===== config.mk =====
export PLATFORM = sky130hd
export DESIGN_NAME = aes_cmd_serializer
export DESIGN_NICKNAME = d
export VERILOG_FILES = /design/src/rtl/aes_pkg.sv /design/src/rtl/aes_cmd_serializer.sv
export SDC_FILE = /design/constraint.sdc
export NUM_CORES = 1
export LEC_CHECK = 0
export BUFFER_PORTS_ARGS = -buffer_cell sky130_fd_sc_hd__buf_2
export CORE_MARGIN = 2
export CORE_UTILIZATION = 56
export CTS_BUF_LIST = sky130_fd_sc_hd__clkbuf_8
export DETAILED_ROUTE_END_ITERATION = 6
export GPL_ROUTABILITY_DRIVEN = 0
export GPL_TIMING_DRIVEN = 0
export HOLD_SLACK_MARGIN = 0.02
export PLACE_DENSITY_LB_ADDON = 0.2
export SLEW_MARGIN = 20
export SYNTH_ARGS = -nofsm -noshare
export SYNTH_HDL_FRONTEND = slang
export SYNTH_SLANG_ARGS = --single-unit

===== constraint.sdc =====
create_clock -name clk -period 40.3 [get_ports clk]
set_input_delay 2.015 -clock clk [delete_from_list [all_inputs] [get_ports clk]]
set_output_delay 2.015 -clock clk [all_outputs]
set_load 0.01 [all_outputs]

===== src/rtl/aes_pkg.sv =====
// Shared types and constants for the AES command serializer.
package aes_pkg;

    typedef enum logic [2:0] {
        StIdle,
        StData,
        StKsize,
        StKey,
        StProc,
        StGap
    } state_e;

    localparam logic [1:0] KSIZE_128     = 2'd0;
    localparam logic [1:0] KSIZE_192     = 2'd1;
    localparam logic [1:0] KSIZE_256     = 2'd2;
    localparam logic [1:0] KSIZE_INVALID = 2'd3;

    localparam logic [5:0] LEN_128 = 6'd16;
    localparam logic [5:0] LEN_192 = 6'd24;
    localparam logic [5:0] LEN_256 = 6'd32;

    localparam logic [7:0] OP_ENCRYPT = 8'h01;

    // Anything that is not 192 or 256 falls back to a 128-bit key.
    function automatic logic [5:0] key_len(input logic [1:0] ksize);
        case (ksize)
            KSIZE_192: key_len = LEN_192;
            KSIZE_256: key_len = LEN_256;
            default:   key_len = LEN_128;
        endcase
    endfunction

endpackage


===== src/rtl/aes_cmd_serializer.sv =====
// Serializes an AES request (data, key length, key, op) into a contiguous byte stream.
// Optional macro AES_SERIALIZER_KSIZE_CHECK_EN rejects req_ksize=3 with an err pulse.
module aes_cmd_serializer
    import aes_pkg::*;
#(
    parameter int unsigned GAP_CYCLES = 1
) (
    input  logic         clk,
    input  logic         reset,
    input  logic         req_valid,
    output logic         req_ready,
    input  logic [127:0] req_data,
    input  logic [255:0] req_key,
    input  logic [1:0]   req_ksize,
    input  logic [7:0]   req_op,
    output logic         we,
    output logic [7:0]   Indata,
    output logic         busy,
    output logic         done,
    output logic         err
);

    localparam logic [5:0] GAP_LAST = (GAP_CYCLES == 0) ? 6'd0 : 6'(GAP_CYCLES - 1);

    state_e         state;
    logic [5:0]     cnt;
    logic [127:0]   data_sr;
    logic [255:0]   key_sr;
    logic [5:0]     klen;
    logic [7:0]     op;
    logic           accept;
    logic           start;

    assign accept = req_valid && req_ready;

`ifdef AES_SERIALIZER_KSIZE_CHECK_EN
    assign start = accept && (req_ksize != KSIZE_INVALID);

    always_ff @(posedge clk) begin
        if (reset) begin
            err <= 1'b0;
        end else begin
            err <= accept && (req_ksize == KSIZE_INVALID);
        end
    end
`else
    assign start = accept;
    assign err   = 1'b0;
`endif

    // Outputs are registered: each edge loads the byte that is visible during the next cycle.
    always_ff @(posedge clk) begin
        if (reset) begin
            state     <= StIdle;
            cnt       <= 6'd0;
            we        <= 1'b0;
            Indata    <= 8'h00;
            done      <= 1'b0;
            busy      <= 1'b0;
            req_ready <= 1'b1;
        end else begin
            done <= 1'b0;
            unique case (state)
                StIdle: begin
                    if (start) begin
                        state     <= StData;
                        cnt       <= 6'd0;
                        we        <= 1'b1;
                        Indata    <= req_data[127:120];
                        data_sr   <= {req_data[119:0], 8'h00};
                        key_sr    <= req_key;
                        klen      <= key_len(req_ksize);
                        op        <= req_op;
                        busy      <= 1'b1;
                        req_ready <= 1'b0;
                    end
                end
                StData: begin
                    if (cnt == 6'd15) begin
                        state  <= StKsize;
                        cnt    <= 6'd0;
                        Indata <= {2'b00, klen};
                    end else begin
                        cnt     <= cnt + 6'd1;
                        Indata  <= data_sr[127:120];
                        data_sr <= {data_sr[119:0], 8'h00};
                    end
                end
                StKsize: begin
                    state  <= StKey;
                    cnt    <= 6'd0;
                    Indata <= key_sr[255:248];
                    key_sr <= {key_sr[247:0], 8'h00};
                end
                StKey: begin
                    if (cnt == klen - 6'd1) begin
                        state  <= StProc;
                        cnt    <= 6'd0;
                        Indata <= op;
                    end else begin
                        cnt    <= cnt + 6'd1;
                        Indata <= key_sr[255:248];
                        key_sr <= {key_sr[247:0], 8'h00};
                    end
                end
                StProc: begin
                    cnt    <= 6'd0;
                    we     <= 1'b0;
                    Indata <= 8'h00;
                    done   <= 1'b1;
                    if (GAP_CYCLES == 0) begin
                        state     <= StIdle;
                        busy      <= 1'b0;
                        req_ready <= 1'b1;
                    end else begin
                        state <= StGap;
                    end
                end
                StGap: begin
                    if (cnt == GAP_LAST) begin
                        state     <= StIdle;
                        cnt       <= 6'd0;
                        busy      <= 1'b0;
                        req_ready <= 1'b1;
                    end else begin
                        cnt <= cnt + 6'd1;
                    end
                end
                default: begin
                    state <= StIdle;
                    cnt   <= 6'd0;
                end
            endcase
        end
    end

endmodule


Yosys cells after proc, flatten, opt, wreduce, memory -nomap -nowiden
Cells that the tools add are included.
Operators by class
  eq/ne operators: 15
  add/sub/neg operators: 2
  bitwise operators: 1
  reduce and logical (&&, ||, !) cells: 15
  multiplexer cells: 29
Operator list (number)
  $pmux 256 s3: 1
  $mux 256: 2
  $mux 128: 2
  $pmux 128 s2: 1
  $pmux 8 s5: 1
  $mux 6: 4
  $mux 8: 3
  $pmux 6 s4: 1
  $pmux 3 s6: 1
  $mux 3: 4
  $ne 2x2->1 const B: 6
  $pmux 6 s2: 1
  $reduce_and 4->1: 3
  $add 6x1->6 const B: 1
  $eq 3x2->1 const B: 2
  $eq 3x3->1 const B: 2
  $eq 6x4->1 const B: 1
  $eq 6x6->1: 1
  $logic_not 6->1: 1
  $pmux 1 s2: 3
  $reduce_and 3->1: 2
  $reduce_bool 2->1: 3
  $sub 6x1->6 const B: 1
  $mux 1: 5
  other kinds (9): 10
Word-level totals
  output and inout bits: 13
  bits in registers: 419

Logic depth before layout (Yosys ltp)
Gate-level depths: netlist of the first run.
  word-level depth: 4
  mapped depth: 8
  depth with buffers taken out: 7

Worst setup path after synthesis of the first run
OpenSTA, ideal clock, no wires.
  kind: input-to-reg
  from: in req_valid
  to: reg key_sr[0], enable pin
  slack: 19.562 ns
  library setup time: 1.189 ns
  required time: 39.111 ns
  cell stages on the path: 3
  arrival: 19.549 ns
  buffers on the path: 0
  path through: a2111o_1 nand2_1 nor3_1
Between the ends
  longest elaborated chain between the ends: 3
RTL lines
  start: declaration: line aes_cmd_serializer.sv:10  | input logic req_valid,
  $logic_and 1x1->1: line aes_cmd_serializer.sv:34  | assign accept = req_valid && req_ready;
  $ne 2x2->1 (no source line)
  $reduce_and 4->1 (no source line)
  end signal: assignment: line aes_cmd_serializer.sv:71  | key_sr <= req_key;
  end signal: assignment: line aes_cmd_serializer.sv:93  | key_sr <= {key_sr[247:0], 8'h00};
  end signal: assignment: line aes_cmd_serializer.sv:103  | key_sr <= {key_sr[247:0], 8'h00};
  end: declaration: line aes_cmd_serializer.sv:28  | logic [255:0] key_sr;
Every way passes these cells.
A chain may end at the register's enable or synchronous reset.

Worst setup path after layout of the first run
  from: in req_valid
  to: reg key_sr[117], enable pin
Same word-level chain as after synthesis.

==> results_dict.tcl, run 1 <==
set metrics [dict create \
    setup.worst_path.class "in -> reg" \
    cts_setup_buffers 0 \
    synth_seq_area_share_pct 69.4 \
    dr.pass1.iters 7 \
    post-route-period-util_pct 10.8 \
    multi_input_area_um2 5000 \
    irDropWorstVdd_v 0.0000311 \
    rsz0062_at_grt "false" \
    worstSetupEndpointType "flop" \
    hold_viol 0 \
    clockBufferDepth 3 \
    tightest_slew_ns 1.06 \
    status "complete, no violations" \
    cts_hold_buf 0 \
    power.density_nw_per_um2 55.1 \
    min_period_ns 4.35 \
    async_flop_share_pct 0 \
    place_hpwl_um 29200 \
    ant_nets 0 \
    grt_pass1_wl_um 58600 \
    cts.sinks 408 \
    drive_gt1_share_pct 61.7 \
    synth-edff-count 387 \
    maxCapViolCount 0 \
    nets 1891 \
    combPwrFrac_pct 22.0 \
    synth_ff_type "edfxtp_1" \
    design_area_um2 21500 \
    holdPathStages 2 \
    synth_area_um2 17400 \
    yosysUniqueCellTypes 45 \
    tns_ns 0 \
    worstPathArrival_ns 4.62 \
    post_cts_resized 0 \
    synth-seq-cells 408 \
    cp_top_family "buffers and inverters" \
    grt_max_degree 17 \
    dieHeight_um 180 \
    p_sw_share_pct 26.1 \
    cts_tree "done" \
    grt_pass1_vias 10800 \
    final_common_cell "buf_2" \
    synth_cells 973 \
    drtIter0Drc 460 \
    port_buffers 408 \
    ios 410 \
    syn2layout_area_growth_pct 23.8 \
    crit_fanout 11 \
    finalSetupViolations 0 \
    synth_nets 1373 \
    crit_required_ns 40.58 \
    grt_antenna_before_repair 27 \
    avgViaCountPerCell 5.28 \
    track_usage_pct 23.5 \
    start_util_pct 56.7 \
    power_frac_seq_pct 50.8 \
    htree_num_levels 3 \
    yosysWarnings 0 \
    vias 10300 \
    fmax_mhz 230 \
    worstRegToRegCells 14 \
    clock_latency_ns 0.57 \
    die_w_um 180 \
    critPathBufInv 8 \
    cpMostUsedCell "buf_4" \
    relSlewSlack_pct 29.0 \
    seq_area_um2 12000 \
    root_buffer "clkbuf_8" \
    post_drt_wl_per_cell_um 19.8 \
    drc 0 \
    clockPowerShare_pct 27.2 \
    drv_slew 0 \
    finalWirelength_um 38600 \
    crit_cells 11 \
    syn-mean-instance-area_um2 17.8 \
    core_um2 30600 \
    cp_cell_sequence "buf_2, a2111o_1, nand2_1, nor3_2, buf_6, buf_4, buf_6, buf_4, buf_6, buf_4, buf_4" \
    switching_power_uw 309 \
    p_int_uw 875 \
    crit_path_start_kind "input port" \
    cpMaxStageDelayCell "nor3_2" \
    path_clk_slew_ns 0.06 \
    row_count 64 \
    slowest_delay_ns 0.65 \
    min_path_type "reg -> reg" \
    skew_ns 0.0237 \
    fillCellCount 2105 \
    most-common-layout-cells "437 x buf_2, 387 x edfxtp_1, 363 x mux2_2" \
    placed_area_um2 20300 \
    p_leak_uw 0.00831 \
    dieArea_um2 32400 \
    grt.overflow.total 0 \
    cts_made_buffers 69 \
]
-- cells by family (layout without fill, tap and decap cells) --
logic type / count (synthesis) / after routing / synth area share, %
simple gates: 74 / 74 / 2.30
flops: 408 / 408 / 69.4
fa+ha+maj: 3 / 3 / 0.216
buf+inv: 63 / 624 / 1.94
mux: 363 / 363 / 23.5
xor+xnor: 5 / 5 / 0.339
compound gates: 56 / 56 / 2.27
other cells: 1 / 21 / 0.0216
-- synthesized netlist by cell type (all sizes together), types with 2 or more instances --
| library cell | instances | area (um2) |
|---|---|---|
| edfxtp | 387 | 11600 |
| mux2 | 363 | 4090 |
| buf | 46 | 273 |
| dfxtp | 21 | 420 |
| nand2 | 21 | 78.8 |
| and2 | 16 | 100 |
| o21ai | 16 | 80.1 |
| nor2 | 13 | 48.8 |
| inv | 9 | 33.8 |
| a221oi | 8 | 70.1 |
| clkbuf | 8 | 30.0 |
| a21oi | 7 | 38.8 |
| a31o | 6 | 52.6 |
| a31oi | 5 | 31.3 |
| nand3 | 5 | 25.0 |
| nor2b | 5 | 31.3 |
| o211ai | 4 | 30.0 |
| ha | 3 | 37.5 |
| o2111ai | 3 | 26.3 |
| xnor2 | 3 | 26.3 |
| a211oi | 2 | 15.0 |
| and2b | 2 | 15.0 |
| and3 | 2 | 12.5 |
| nand2b | 2 | 12.5 |
-- metal layers --
layer | global-route usage, % | routed length (um)
met5 | 0 | 58
met3 | 7.17 | 3000
met4 | 9.74 | 1450
met1 | 28.7 | 15000
met2 | 39.2 | 19000
-- metrics by stage --
step                      power, uW  cells  setup WS, ns  hold slack, ns  util, %
after global placement          901   1777         12.02           0.434     65.0
after detailed placement        872   1816         35.38           0.436     66.3
after floorplan                 820    973         19.56           0.471        -
after CTS                      1190   1930         35.98           0.444     70.1
final                          1180   1950         35.95           0.441     70.2
after global routing           1240   1947         35.78           0.465     70.2
-- registers in the layout, summed over array words and instances (netlist names) --
name       count
we             1
data_sr      120
key_sr       256
state          3
Indata         8
op             8
done           1
klen           3
req_ready      1
busy           1
cnt            6
-- power groups by stage --
| stage | logic (uW) | registers [uW] | clock network, uW |
|---|---|---|---|
| after floorplan | 177 | 643 | 0 |
| after global placement | 236 | 666 | 0 |
| final | 260 | 601 | 322 |
| after detailed placement | 262 | 610 | 0 |
| after global routing | 284 | 609 | 348 |
| after CTS | 264 | 602 | 329 |
-- layout make-up --
cell class / count / share of cell area [%]
inverters: 9 / 0.157
repair buffers: 447 / 11.1
clock buffers: 70 / 4.48
multi-input cells: 502 / 23.3
clock inverters: 44 / 0.943
well taps: 396 / 2.31
flip-flops and latches: 408 / 56.0
diodes: 20 / 0.233
plain buffers: 54 / 1.41
-- worst reg2reg max path, stage by stage, from the launching register on --
cell,delay (ns)
edfxtp_1,0.42
inv_1,0.06
ha_1,0.30
xnor2_1,0.23
nor4_4,0.09
and2b_1,0.17
buf_6,0.14
nor3_2,0.58
buf_6,0.25
buf_4,0.21
buf_6,0.18
buf_4,0.20
buf_6,0.17
buf_4,0.20
buf_4,0.22
-- worst paths after layout --
check / to / start / slack, ns
worst max-delay path: key_sr[117] / req_valid / 35.95
worst min-delay path: Indata[1] / Indata[1] / 0.44
worst min register to register: Indata[1] / Indata[1] / 0.44
worst max register to register: key_sr[117] / klen[3] / 36.58
(Power assumes the default switching activity.)
==> inputs of run 2 (changes only) <==
- ABC_AREA: unset -> 1
- clock period: 40.3 -> 4.5 ns (I/O delays scaled with it)
==> run 2 against run 1 <==
Against the previous run:
- the flow now finishes with violations (DRC)
- area after synthesis grew 8.1%
- first-iteration DRC count is 120% higher
- clock skew grew 0.0021 ns
- critical path depth rose by 3
- critical endpoint is now key_sr[7]
- flip-flop and latch count unchanged
- combinational power grew to 18 times the previous value
- clock power increased to 9.7 times the previous value
- global-route usage up 7.4 points
==> results_dict.tcl, run 2 <==
set metrics [dict create \
    min_path_type "in -> reg" \
    cp_top_family "buffers and inverters" \
    avgViaCountPerCell 5.20 \
    top_regs "key_sr x256, data_sr x120" \
    critPathBufInv 8 \
    p_leak_uw 0.0115 \
    ios 410 \
    cpMostUsedCell "buf_12" \
    tightest_slew_ns 0.839 \
    largest_reg_flops 256 \
    grt_antenna_before_repair 12 \
    syn2layout_area_growth_pct 43.8 \
    power_frac_seq_pct 43.9 \
    combPwrFrac_pct 33.4 \
    finalPower_uw 13800 \
    track_usage_pct 30.9 \
    synth_nets 1707 \
    vias 14100 \
    yosysTopAreaCell "edfxtp_1" \
    htree_num_levels 3 \
    drtIter0Drc 1028 \
    clockBufferDepth 3 \
    crit_required_ns 4.84 \
    synth_seq_area_share_pct 64.2 \
    synth_most_common_cell "nand2_1" \
    cts_setup_buffers 0 \
    p_int_uw 9400 \
    hold_viol 0 \
    crit_path_start_kind "flop" \
    start_util_pct 56.4 \
    core_um2 33300 \
    cpMaxStageDelayCell "clkinvlp_4" \
    drv_slew 0 \
    setup.worst_path.class "reg -> reg" \
    cp_cell_sequence "inv_2, ha_4, inv_1, nand2_1, nand3_1, nand2_1, nand3_2, nand4_1, clkinvlp_4, buf_12, buf_12, buf_16, buf_12, buf_12" \
    synth_ff_type "edfxtp_1" \
    crit_fanout 33 \
    rsz0062_at_grt "false" \
    maxCapViolCount 0 \
    synth_area_um2 18800 \
    worstPathArrival_ns 3.98 \
    cts_hold_buf 396 \
    grt_pass1_wl_um 82800 \
    clockPowerShare_pct 22.7 \
    most-common-layout-cells "420 x nand2_1, 420 x buf_2, 396 x dlygate4sd3_1" \
    place_hpwl_um 31200 \
    fmax_mhz 274 \
    synth_cells 1307 \
    drive_gt1_share_pct 37.7 \
    synth_common_cells "423 x nand2_1, 387 x edfxtp_1, 200 x mux2_4, 50 x inv_1, 48 x mux2_2" \
    worstSetupEndpointType "flop" \
    post_cts_resized 0 \
    min_period_ns 3.64 \
    die_w_um 187 \
    yosysWarnings 0 \
    synth-edff-count 387 \
    row_count 67 \
    cts_tree "done" \
    yosys.area.top_type_share_pct 61.9 \
    port_buffers 407 \
    violations "DRC" \
    root_buffer "clkbuf_8" \
    design_area_um2 27000 \
    grt_max_degree 34 \
    cts.sinks 408 \
    switching_power_uw 4370 \
    dieArea_um2 35000 \
    slowest_delay_ns 0.62 \
    cts_made_buffers 70 \
    grt.overflow.total 0 \
    syn-mean-instance-area_um2 14.4 \
    status "complete, but fails checks" \
    path_clk_slew_ns 0.06 \
    relSlewSlack_pct 43.8 \
    dr.pass1.iters 7 \
    clock_latency_ns 0.60 \
    grt_pass1_vias 15500 \
    yosysUniqueCellTypes 34 \
    nets 2601 \
    irDropWorstVdd_v 0.000393 \
    p_sw_share_pct 31.8 \
    fillCellCount 1709 \
    synth_area_leaders "edfxtp_1 62%, mux2_4 16%, nand2_1 8.5%" \
    post_drt_wl_per_cell_um 20.2 \
    finalSetupViolations 0 \
    ant_nets 0 \
    async_flop_share_pct 0 \
    dieHeight_um 187 \
    power.density_nw_per_um2 510 \
    largest-register "key_sr" \
    placed_area_um2 21800 \
    drc 2 \
    skew_ns 0.0259 \
    finalWirelength_um 54700 \
    post-route-period-util_pct 81.0 \
    synth-seq-cells 408 \
]
==> run 2: power groups by stage <==
stage / clock (uW) / combinational, uW / sequential [uW]
CTS: 3110 / 4440 / 5980
global placement: 0 / 3830 / 6230
floorplan: 0 / 3000 / 6080
detailed placement: 0 / 4150 / 6040
finish: 3120 / 4600 / 6050
global route: 3320 / 4930 / 6120
==> run 2: metal layers <==
metal  GRT usage (%)  up-vias  share of wire [%]  wire length (um)
met4            16.2        0                4.8              2610
met2            55.3      790                 52             28300
li1                -     6397                  -                 -
met1            34.2     6699                 36             19600
met3            7.34      211                7.5              4090
met5               0        -                  0                 0
==> run 2: per-stage QoR <==
step / TNS (ns) / util, % / cells / hold slack (ns) / setup WS, ns
global route: 0 / 81.1 / 2705 / 0.155 / 0.666
floorplan: -304.48 / - / 1307 / 0.324 / -0.920
detailed placement: 0 / 65.4 / 2181 / 0.403 / 0.940
finish: 0 / 81.1 / 2709 / 0.142 / 0.857
global placement: -949.99 / 64.5 / 2162 / 0.408 / -2.83
CTS: 0 / 81.0 / 2695 / 0.0416 / 0.918
==> run 2: final timing paths <==
check,start,end,slack (ns),depth (start not counted)
hold reg to reg,we,we,0.46,2
setup reg to reg,klen[3],key_sr[7],0.86,14
hold / removal,reset,Indata[7],0.14,2
setup / recovery,klen[3],key_sr[7],0.86,14
==> run 2: kinds of logic (layout without fill, tap and decap cells) <==
family | count (synthesis) | count (layout) | share of synthesized area (%)
other cells | 1 | 15 | 0.0200
xor+xnor | 2 | 2 | 0.0933
buf+inv | 115 | 1055 | 5.01
flops | 408 | 408 | 64.2
compound gates | 24 | 24 | 0.740
simple gates | 506 | 506 | 10.9
mux | 248 | 248 | 18.9
fa+ha+maj | 3 | 3 | 0.200
==> run 2: cell type report <==
cell class	instances	area, um2	share of cell area (%)
Clock inverter	43	208	0.770
Inverter	54	209	0.774
Clock buffer	75	1030	3.82
Buffer	61	742	2.75
Sequential cell	408	12100	44.7
Antenna cell	14	35.0	0.130
Timing Repair Buffer	822	6280	23.3
Multi-Input combinational cell	784	5870	21.8
Tap cell	448	561	2.08
